## config.mk

```make
export PLATFORM = sky130hd
export DESIGN_NAME = vram_arbiter
export DESIGN_NICKNAME = d
export VERILOG_FILES = /design/src/rtl/gpu_pkg.sv /design/src/rtl/vram_addr_calc.sv /design/src/rtl/vram_arbiter.sv
export SDC_FILE = /design/constraint.sdc
export NUM_CORES = 1
export LEC_CHECK = 0
export ABC_AREA = 1
export CELL_PAD_IN_SITES_DETAIL_PLACEMENT = 1
export CELL_PAD_IN_SITES_GLOBAL_PLACEMENT = 1
export CORE_MARGIN = 1.5
export CORE_UTILIZATION = 28
export CTS_BUF_LIST = sky130_fd_sc_hd__clkbuf_16
export DETAILED_ROUTE_END_ITERATION = 10
export HOLD_SLACK_MARGIN = 0.1
export PLACE_DENSITY_LB_ADDON = 0.2
export SLEW_MARGIN = 10
export SYNTH_ARGS = -nofsm -noshare
export SYNTH_HDL_FRONTEND = slang
export SYNTH_HIERARCHICAL = 1
export SYNTH_SLANG_ARGS = --single-unit
```

## constraint.sdc

```tcl
create_clock -name clk -period 7.2 [get_ports clk]
set_clock_uncertainty 0.05 [all_clocks]
set_input_delay 1.44 -clock clk [delete_from_list [all_inputs] [get_ports clk]]
set_output_delay 1.44 -clock clk [all_outputs]
set_load 0.02 [all_outputs]
```

## src/rtl/gpu_pkg.sv

```systemverilog
// Shared GPU constants: tile map geometry, VRAM sizing and CPU port FSM states.
package gpu_pkg;

  localparam int unsigned LEN_BLK_X   = 72;
  localparam int unsigned LEN_BLK_Y   = 54;
  localparam int unsigned VRAM_DEPTH  = LEN_BLK_X * LEN_BLK_Y;
  localparam int unsigned VRAM_ADDR_W = 12;
  localparam int unsigned TILE_DATA_W = 8;

  typedef enum logic [1:0] {
    CPU_IDLE = 2'd0,
    CPU_BUSY = 2'd1,
    CPU_ACK  = 2'd2
  } cpu_state_t;

endpackage

```

## src/rtl/vram_addr_calc.sv

```systemverilog
// Tile map address: blk_y*72 + blk_x using shift-add (64+8).
module vram_addr_calc
  import gpu_pkg::*;
(
  input  logic [6:0]             blk_x,
  input  logic [5:0]             blk_y,
  output logic [VRAM_ADDR_W-1:0] addr
);

  logic [VRAM_ADDR_W-1:0] y_ext;
  logic [VRAM_ADDR_W-1:0] x_ext;

  assign y_ext = VRAM_ADDR_W'(blk_y);
  assign x_ext = VRAM_ADDR_W'(blk_x);
  assign addr  = (y_ext << 6) + (y_ext << 3) + x_ext;

endmodule

```

## src/rtl/vram_arbiter.sv

```systemverilog
// Single-port VRAM arbiter: display owns the off_x==0 slot, CPU uses the rest.
// Define VRAM_CPU_READ_EN to allow CPU reads; otherwise reads return 0 without access.
module vram_arbiter
  import gpu_pkg::*;
#(
  parameter int unsigned ADDR_W = VRAM_ADDR_W,
  parameter int unsigned DATA_W = TILE_DATA_W
) (
  input  logic              clk,
  input  logic              rst_n,
  input  logic [6:0]        blk_x,
  input  logic [5:0]        blk_y,
  input  logic [2:0]        off_x,
  input  logic              in_mem,
  output logic [DATA_W-1:0] tile_code,
  output logic              tile_valid,
  input  logic              cpu_req,
  input  logic              cpu_we,
  input  logic [ADDR_W-1:0] cpu_addr,
  input  logic [DATA_W-1:0] cpu_wdata,
  output logic              cpu_ack,
  output logic [DATA_W-1:0] cpu_rdata,
  output logic [ADDR_W-1:0] mem_addr,
  output logic              mem_we,
  output logic [DATA_W-1:0] mem_wdata,
  input  logic [DATA_W-1:0] mem_rdata
);

`ifdef VRAM_CPU_READ_EN
  localparam logic READ_EN = 1'b1;
`else
  localparam logic READ_EN = 1'b0;
`endif

  cpu_state_t             state, state_nxt;
  logic                   disp_slot, disp_pend;
  logic                   in_range, cpu_live;
  logic                   rd_q, rd_nxt, zero_q, zero_nxt;
  logic [VRAM_ADDR_W-1:0] disp_addr;

  vram_addr_calc u_addr_calc (
    .blk_x (blk_x),
    .blk_y (blk_y),
    .addr  (disp_addr)
  );

  assign disp_slot = (off_x == 3'd0) && in_mem;
  assign in_range  = 32'(cpu_addr) < VRAM_DEPTH;
  assign cpu_live  = in_range && (cpu_we || READ_EN);
  assign cpu_ack   = (state == CPU_ACK);

  // Any accepted request that does not touch memory (out of range or a
  // disabled read) zeroes cpu_rdata; in-range writes leave it alone.
  always_comb begin
    state_nxt = state;
    mem_addr  = '0;
    mem_we    = 1'b0;
    mem_wdata = '0;
    rd_nxt    = rd_q;
    zero_nxt  = zero_q;
    if (disp_slot) mem_addr = ADDR_W'(disp_addr);
    case (state)
      CPU_IDLE: begin
        if (cpu_req && !disp_slot) begin
          state_nxt = CPU_BUSY;
          rd_nxt    = cpu_live && !cpu_we;
          zero_nxt  = !cpu_live;
          if (cpu_live) begin
            mem_addr  = cpu_addr;
            mem_we    = cpu_we;
            mem_wdata = cpu_wdata;
          end
        end
      end
      CPU_BUSY: state_nxt = CPU_ACK;
      CPU_ACK:  state_nxt = CPU_IDLE;
      default:  state_nxt = CPU_IDLE;
    endcase
  end

  always_ff @(posedge clk or negedge rst_n) begin
    if (!rst_n) begin
      state     <= CPU_IDLE;
      rd_q      <= 1'b0;
      zero_q    <= 1'b0;
      cpu_rdata <= '0;
    end else begin
      state  <= state_nxt;
      rd_q   <= rd_nxt;
      zero_q <= zero_nxt;
      if (state == CPU_BUSY) begin
        if (rd_q)        cpu_rdata <= mem_rdata;
        else if (zero_q) cpu_rdata <= '0;
      end
    end
  end

  always_ff @(posedge clk or negedge rst_n) begin
    if (!rst_n) begin
      disp_pend  <= 1'b0;
      tile_code  <= '0;
      tile_valid <= 1'b0;
    end else begin
      disp_pend <= disp_slot;
      if (disp_pend) begin
        tile_code  <= mem_rdata;
        tile_valid <= 1'b1;
      end else if ((off_x == 3'd0) && !in_mem) begin
        tile_valid <= 1'b0;
      end
    end
  end

endmodule

```

==> flow_summary.json, run 1 <==
{
  "firstDrtPassIters": 3,
  "power.static_leakage_nw": 1.28,
  "area_growth_pct": 62.0,
  "final-max-slew-violation-count": 0,
  "insertion_delay_ns": 0.26,
  "post-route-period-util_pct": 77.8,
  "worst_path_largest_cell_delay_ns": 0.60,
  "global_route.overflow_total": 0,
  "antenna_cells": 0,
  "ys_async_sr_fraction_pct": 100,
  "hold_buffers": 0,
  "routed-wl-met3_um": 261,
  "final_cell_area_um2": 2570,
  "via_count": 1697,
  "grt_antenna_before_repair": 0,
  "status": "finished clean",
  "route.detailed.wl_per_inst_um": 12.5,
  "io_buffer_count": 87,
  "drt_first_iter_violations": 27,
  "floorplan.initialDensity_pct": 29.0,
  "numCtsBuffers": 3,
  "synth_warnings": 6,
  "hold_viol": 0,
  "yosys-top-cells-area": "dfrtp_1, nand2_1, ha_1",
  "register_area_share_after_synthesis_pct": 34.7,
  "die_area_um2": 6120,
  "floorplan.die.height_um": 78.2,
  "drive_gt1_share_pct": 3.59,
  "placed_cell_area_um2": 2490,
  "pin_count_of_the_biggest_net_entering_global_routing": 23,
  "first_global_vias": 1699,
  "setup_violations_final": 0,
  "ioPinCount": 88,
  "grt_first_pass_wirelength_mm": 7.74,
  "die_width_um": 78.2,
  "grtUsageTotal_pct": 15.6,
  "routed_wirelength_mm": 4.71,
  "required_ns": 5.71,
  "syn-mean-instance-area_um2": 7.11,
  "cp_cell_sequence": "clkdlybuf4s50_1 > inv_1 > fa_1 > inv_1 > ha_1 > or2_4 > nand3b_1 > nand3_1 > nand2_1 > nand2_1 > nand2_1 > clkdlybuf4s50_1",
  "synth_seq_cells": 22,
  "tritoncts_clock_tree": "yes",
  "routabilityCongestion": 0.763,
  "worst_setup_path_end_kind": "output port",
  "fin_tns_setup_ns": 0,
  "min-delay-path-class": "flip-flop to flip-flop",
  "mappedNetlistArea_um2": 1590,
  "fmaxAchievable_ghz": 0.178,
  "critPathMaxFanout": 3,
  "cap_violations": 0,
  "fin_crit_ns": 5.60,
  "critical_path_startpoint_category": "input port",
  "clock_transition_at_the_registers_of_the_reported_paths_ns": 0.05,
  "htreeDepth": 1,
  "path_common_cell": "nand2_1",
  "critPathTopFamily": "buffers and inverters",
  "final_nets": 369,
  "post_cts_buffers": 0,
  "core_region_area_um2": 5470,
  "critical_path_buf_inv_count": 4,
  "synth_cells": 223,
  "worstPathArrival_ns": 4.11,
  "route.detailed.vias_per_inst": 4.49,
  "clockBufferDepth": 2,
  "post_synth_num_cell_types": 23,
  "dp_hpwl_mm": 3.96,
  "num-fill-cells": 709,
  "synthesis.nets": 285,
  "power.ir.vdd_worst_mv": 0.0639,
  "clk_root_buffer_cell": "clkbuf_16",
  "top_layer": "met4",
  "power.density_cell_area_nw_per_um2": 175,
  "synth-edff-count": 0,
  "drt_drc_violations_left": 0,
  "post_synth_most_frequent_cells": "nand2_1, inv_1, dfrtp_1, nand3_1",
  "ant_nets": 0,
  "setup.worst_path.class": "input port to output port",
  "wl_met1_mm": 2.09,
  "netlist.top_cell.by_area": "dfrtp_1",
  "timing_worst_slew_pin_value_ns": 0.987,
  "post_cts_resize_count": 0,
  "timing.max_slew.rel_slack_pct": 34.0,
  "yosysMostFrequentCell": "nand2_1",
  "rsz_0062_raised_after_global_routing": "no",
  "synth_top_area_share_pct": 34.7,
  "slowest_stage": "clkdlybuf4s50_1",
  "num_rows": 27,
  "ys_dominant_reg_cell": "dfrtp_1",
  "cts.sink_count": 22,
  "met2WireLength_mm": 2.31
}
-- path summary, 6_finish.rpt --
check / to / from / cells after the start / slack, ns
worst max-delay path: mem_addr[9] / blk_y[0] / 12 / 1.60
worst min-delay path: tile_code[7] / tile_code[7] / 2 / 0.42
worst max register to register: zero_q / state[1] / 5 / 5.90
worst min register to register: tile_code[7] / tile_code[7] / 2 / 0.42
max in group asynchronous: disp_pend / rst_n / 1 / 4.82
min in group asynchronous: cpu_rdata[5] / rst_n / 1 / 1.68
-- placed cells by master, fill, tap and decap left out --
| master | count |
|---|---|
| a21oi_1 | 1 |
| a21oi_2 | 1 |
| clkbuf_16 | 3 |
| clkdlybuf4s50_1 | 87 |
| clkinv_1 | 3 |
| dfrtp_1 | 22 |
| fa_1 | 2 |
| ha_1 | 11 |
| inv_1 | 25 |
| nand2_1 | 96 |
| nand2_2 | 3 |
| nand2_4 | 2 |
| nand3_1 | 14 |
| nand3b_1 | 1 |
| nand4_1 | 1 |
| nor2_1 | 11 |
| nor2_4 | 1 |
| nor3b_1 | 8 |
| nor4_1 | 1 |
| o21ai_0 | 9 |
| or2_4 | 1 |
| xnor2_1 | 3 |
-- final cells by class --
type	count	area (um^2)	area share, %
Timing Repair Buffer	87	871	33.9
Sequential cell	22	551	21.4
Clock buffer	3	75.1	2.92
Tap cell	72	90.1	3.51
Clock inverter	1	3.75	0.146
Inverter	27	101	3.95
Multi-Input combinational cell	166	876	34.1
-- tightest hold or removal path, cell delays in order (launching register included) --
cell and delay (ns):
dfrtp_1 0.34, nand2_1 0.05, nand2_1 0.05
-- where the power goes --
group	total (W)	switching (W)	leakage, nW	internal [W]
Sequential	0.000151	0.00000936	0.286	0.000141
Clock	0.000118	0.0000437	0.0385	0.0000741
Combinational	0.000181	0.0000933	0.954	0.0000876
Total	0.000449	0.000146	1.28	0.000303
-- cells by family (layout without fill, tap and decap cells) --
kind of cell | Yosys count | in the layout | synth area share [%]
XOR/XNOR | 3 | 3 | 1.66
flip-flops | 22 | 22 | 34.7
AO/OA/AOI/OAI | 11 | 11 | 3.71
AND/OR/NAND/NOR | 139 | 139 | 38.7
adder cells (fa/ha/maj) | 13 | 13 | 11.2
buffers and inverters | 35 | 118 | 10.0
-- flip-flops by register name (all words and copies together) (netlist names) --
| name | cells |
|---|---|
| disp_pend | 1 |
| state | 2 |
| tile_code | 8 |
| tile_valid | 1 |
| zero_q | 1 |
| rd_q | 1 |
| cpu_rdata | 8 |
-- per-layer routing --
layer / track usage (%) / vias to the layer above
met4: 3.75 / 0
met2: 28.1 / 47
met3: 2.56 / 5
li1: - / 855
met1: 19.4 / 790
met5: 0 / -
-- per-stage QoR --
stage,util (%),hold WS (ns),power [W],setup slack [ns],cells
final,46.9,0.417,0.000449,1.60,378
after global routing,46.9,0.437,0.000476,1.44,378
after CTS,46.9,0.422,0.000455,1.58,378
after detailed placement,45.5,0.408,0.000336,1.59,374
after global placement,45.5,0.405,0.000333,1.62,374
after floorplan,-,0.400,0.000246,2.69,223
Note: power is estimated with default switching activity, not from simulation.
==> inputs of run 2 (changes only) <==
CORE_UTILIZATION = 26   (was 28)
clock period = 5.5 ns   (was 7.2 ns; I/O delays follow)
==> run 2 against run 1 <==
Effect of this change:
- cell count is 0.79% higher
- critical path depth stayed put
- register-to-register slack worse by 1.7 ns
- sequential power up 32%
- worst hold slack better by 0.0020 ns
- largest cell class unchanged
==> flow_summary.json, run 2 (same netlist as run 1, synthesis figures left out) <==
{
  "grt_antenna_before_repair": 0,
  "critPathMaxFanout": 3,
  "total_power_w": 0.000590,
  "post-route-util_pct": 43.4,
  "routabilityCongestion": 0.790,
  "drive_gt1_share_pct": 3.59,
  "drt_drc_violations_left": 0,
  "route.detailed.wl_per_inst_um": 12.3,
  "placed_cells": 377,
  "ioPinCount": 88,
  "worstPathArrival_ns": 3.77,
  "timing.max_slew.rel_slack_pct": 32.8,
  "insertion_delay_ns": 0.25,
  "rsz_0062_raised_after_global_routing": "no",
  "r2r-start": "rd_q",
  "layout.cells.most_common_list": "nand2_1, clkdlybuf4s50_1, inv_1",
  "clock_transition_at_the_registers_of_the_reported_paths_ns": 0.06,
  "floorplan.initialDensity_pct": 26.8,
  "dpl_worst_slack_ns": 0.580,
  "first_global_vias": 1686,
  "most_frequent_standard_cell_in_the_layout_excluding_fill_and_tap_cells": "nand2_1",
  "grt_first_pass_wirelength_mm": 7.54,
  "cap_violations": 0,
  "fin_crit_ns": 4.92,
  "antenna_cells": 0,
  "setup_violations_final": 0,
  "io_buffer_count": 87,
  "num_rows": 28,
  "min-delay-path-class": "flip-flop to flip-flop",
  "timing_worst_slew_pin_value_ns": 1.00,
  "worst_setup_path_end_kind": "output port",
  "power.density_cell_area_nw_per_um2": 229,
  "status": "finished clean",
  "timing.critical_path.from": "blk_y[0]",
  "die_width_um": 81.1,
  "htreeDepth": 1,
  "final-max-slew-violation-count": 0,
  "routed_wirelength_mm": 4.70,
  "core_region_area_um2": 5920,
  "grtUsageTotal_pct": 14.7,
  "min_from": "tile_code[1]",
  "post-route-period-util_pct": 89.4,
  "setup.worst_path.class": "input port to output port",
  "die_area_um2": 6570,
  "global_route.overflow_total": 0,
  "numCtsBuffers": 3,
  "ant_nets": 0,
  "via_count": 1714,
  "clk_root_buffer_cell": "clkbuf_16",
  "drt_first_iter_violations": 23,
  "final_nets": 369,
  "setup_slack_ns": 0.581,
  "hold_buffers": 0,
  "tritoncts_clock_tree": "yes",
  "post_layout_nonfiller_instances": 381,
  "clockBufferDepth": 2,
  "hold_viol": 0,
  "cts.sink_count": 22,
  "fmaxAchievable_ghz": 0.203,
  "firstDrtPassIters": 4,
  "fin_tns_setup_ns": 0,
  "pin_count_of_the_biggest_net_entering_global_routing": 23,
  "floorplan.die.height_um": 81.1,
  "power.static_leakage_nw": 1.28,
  "reg.largest.list": "cpu_rdata: 8 flops, tile_code: 8 flops, state: 2 flops",
  "area_growth_pct": 62.2,
  "power.ir.vdd_worst_mv": 0.174,
  "critical_path_startpoint_category": "input port",
  "dp_hpwl_mm": 3.86,
  "post_cts_resize_count": 0,
  "route.detailed.vias_per_inst": 4.50,
  "post_cts_buffers": 0,
  "required_ns": 4.35
}
-- run 2: cell counts in the layout (fill, tap and decap cells not counted) --
Identical to the previous run, type by type.
-- run 2: layout make-up --
cell class	count	area [um^2]
repair buffers	87	871
clock inverters	1	3.75
inverters	27	101
fillers	734	3350
multi-input cells	166	876
well taps	75	93.8
clock buffers	3	75.1
flip-flops and latches	22	551
-- run 2: report_power, final --
part / switching [W] / internal [W] / total, W
clock network: 0.0000548 / 0.0000969 / 0.000152
logic: 0.000123 / 0.000115 / 0.000238
registers: 0.0000146 / 0.000185 / 0.000200
-- run 2: final timing paths --
path                           endpoint  slack (ns)  cells after the start
setup / recovery            mem_addr[9]        0.58                     12
hold / removal             tile_code[1]        0.42                      2
setup reg to reg           cpu_rdata[7]        4.17                      3
hold reg to reg            tile_code[1]        0.42                      2
max in group asynchronous        zero_q        3.44                      1
min in group asynchronous  tile_code[1]        1.35                      1
-- run 2: metal layers --
layer,vias up,global-route usage (%),share of wire (%)
met2,62,24.3,44
met5,-,0,0
li1,853,-,-
met1,795,19.4,48
met4,0,1.55,0.51
met3,4,4.38,7.4
-- run 2: metrics by stage --
step,hold slack (ns),cell area [um^2]
final,0.419,2570
after global routing,0.450,2570
after CTS,0.425,2570
after detailed placement,0.411,2490
after global placement,0.403,2490
after floorplan,0.400,1590
-- run 2: worst max-delay path: stages --
cell and delay [ns]:
clkdlybuf4s50_1 0.48, inv_1 0.06, fa_1 0.50, inv_1 0.05
ha_1 0.33, or2_4 0.26, nand3b_1 0.11, nand3_1 0.08
nand2_1 0.07, nand2_1 0.05, nand2_1 0.08, clkdlybuf4s50_1 0.60
==> inputs of run 3 (changes only) <==
CORE_MARGIN = 5   (was 1.5)
==> run 3 against run 2 <==
Effect of this change:
- first-iteration DRC count grew 65%
- register-to-register slack gained 0.04 ns
- sequential power is essentially flat
- setup slack lost 0.0088 ns
- die area grew 18%
- flip-flop and latch count is the same
- clock power is essentially flat
- design area shrank 0.15%
- critical endpoint is now mem_addr[11]
- non-clock buffer count is the same
==> flow_summary.json, run 3 (same netlist as run 1, synthesis figures left out) <==
{
  "status": "finished clean",
  "critical_path_startpoint_category": "input port",
  "layout.cells.most_common_list": "nand2_1, clkdlybuf4s50_1, inv_1",
  "pin_count_of_the_biggest_net_entering_global_routing": 23,
  "dpl_worst_slack_ns": 0.551,
  "post_cts_resize_count": 0,
  "numCtsBuffers": 3,
  "antenna_cells": 0,
  "core_region_area_um2": 5920,
  "cp_cell_sequence": "clkdlybuf4s50_1 > inv_1 > fa_1 > inv_1 > ha_1 > or2_4 > nand3_1 > nand3_1 > nand2_1 > nand2_1 > nand2_1 > clkdlybuf4s50_1",
  "drt_drc_violations_left": 0,
  "insertion_delay_ns": 0.25,
  "post-route-util_pct": 43.4,
  "clock_transition_at_the_registers_of_the_reported_paths_ns": 0.06,
  "setup_slack_ns": 0.572,
  "timing_worst_slew_pin_value_ns": 0.998,
  "final-max-slew-violation-count": 0,
  "setup_violations_final": 0,
  "slowest_stage": "clkdlybuf4s50_1",
  "drive_gt1_share_pct": 3.61,
  "worstPathArrival_ns": 3.78,
  "reg.largest.list": "cpu_rdata: 8 flops, tile_code: 8 flops, state: 2 flops",
  "die_width_um": 88.1,
  "post_cts_buffers": 0,
  "hold_viol": 0,
  "power.static_leakage_nw": 1.28,
  "floorplan.die.height_um": 88.1,
  "power.density_cell_area_nw_per_um2": 229,
  "final_nets": 369,
  "worst_setup_path_end_kind": "output port",
  "power.ir.vdd_worst_mv": 0.168,
  "seqPwrFrac_pct": 33.8,
  "dp_hpwl_mm": 4.27,
  "global_route.overflow_total": 0,
  "power.switching_w": 0.000191,
  "timing.max_slew.rel_slack_pct": 33.2,
  "drt_first_iter_violations": 38,
  "tritoncts_clock_tree": "yes",
  "post_layout_nonfiller_instances": 380,
  "via_count": 1699,
  "io_buffer_count": 87,
  "critical_path_buf_inv_count": 4,
  "num_rows": 28,
  "grtUsageTotal_pct": 13.3,
  "routabilityCongestion": 0.780,
  "area_growth_pct": 62.0,
  "power_frac_comb_pct": 40.7,
  "path_common_cell": "nand2_1",
  "hold_buffers": 0,
  "rsz_0062_raised_after_global_routing": "no",
  "grt_antenna_before_repair": 0,
  "grt_first_pass_wirelength_mm": 8.37,
  "most_frequent_standard_cell_in_the_layout_excluding_fill_and_tap_cells": "nand2_1",
  "total_power_w": 0.000587,
  "setup.worst_path.class": "input port to output port",
  "clk_root_buffer_cell": "clkbuf_16",
  "min-delay-path-class": "flip-flop to flip-flop",
  "critPathMaxFanout": 3,
  "critPathTopFamily": "buffers and inverters",
  "required_ns": 4.35,
  "first_global_vias": 1786,
  "fin_crit_ns": 4.93,
  "firstDrtPassIters": 4,
  "ioPinCount": 88,
  "ant_nets": 0,
  "route.detailed.vias_per_inst": 4.47,
  "die_area_um2": 7760,
  "htreeDepth": 1,
  "placed_cells": 377,
  "p_sw_share_pct": 32.5,
  "clockBufferDepth": 2,
  "internal_power_w": 0.000396,
  "cap_violations": 0,
  "num-fill-cells": 747,
  "cts.sink_count": 22,
  "route.detailed.wl_per_inst_um": 13.2,
  "p_clk_share_pct": 25.5,
  "worst_path_largest_cell_delay_ns": 0.60,
  "post-route-period-util_pct": 89.6,
  "routed_wirelength_mm": 5.02,
  "fin_tns_setup_ns": 0,
  "fmaxAchievable_ghz": 0.203,
  "floorplan.initialDensity_pct": 26.8
}
## run 3: cell types whose count changed in the layout (fill, tap and decap cells not counted), sizes merged
cell	previous run	this run
clkinv	3	2
## run 3: through the flow
| stage | cell area, um^2 | hold WS (ns) |
|---|---|---|
| global placement | 2490 | 0.406 |
| floorplan | 1590 | 0.400 |
| finish | 2570 | 0.422 |
| CTS | 2570 | 0.427 |
| detailed placement | 2490 | 0.413 |
| global route | 2570 | 0.454 |
## run 3: area by class of cell
type	instances	area [um^2]	area share (%)
Sequential cell	22	551	21.4
Clock buffer	3	75.1	2.92
Multi-Input combinational cell	166	876	34.1
Inverter	27	101	3.95
Timing Repair Buffer	87	871	33.9
Tap cell	75	93.8	3.65
## run 3: metal layers
metal,track usage [%],wire length (um),vias to the layer above
li1,-,-,855
met1,17.6,2320,779
met2,22.3,2200,63
met3,4.23,471,2
met4,1.24,26,0
met5,0,0,-
## run 3: worst paths after layout
kind | from | to | slack (ns) | cells past startpoint
worst max-delay path | blk_y[0] | mem_addr[11] | 0.57 | 12
worst min-delay path | tile_code[3] | tile_code[3] | 0.42 | 2
worst max register to register | rd_q | cpu_rdata[5] | 4.21 | 3
worst min register to register | tile_code[3] | tile_code[3] | 0.42 | 2
max in group asynchronous | rst_n | state[1] | 3.44 | 1
min in group asynchronous | rst_n | tile_code[6] | 1.35 | 1
## run 3: power by group through the flow
stage	clock (W)	combinational, W	sequential (W)
detailed placement	0	0.000243	0.000201
global placement	0	0.000238	0.000201
floorplan	0	0.0000988	0.000223
CTS	0.000153	0.000243	0.000199
finish	0.000149	0.000239	0.000199
global route	0.000160	0.000264	0.000202
## run 3: tightest hold or removal path, cell delays in order (launching register included)
cell	delay [ns]
dfrtp_1	0.34
nand2_1	0.05
nand2_1	0.04
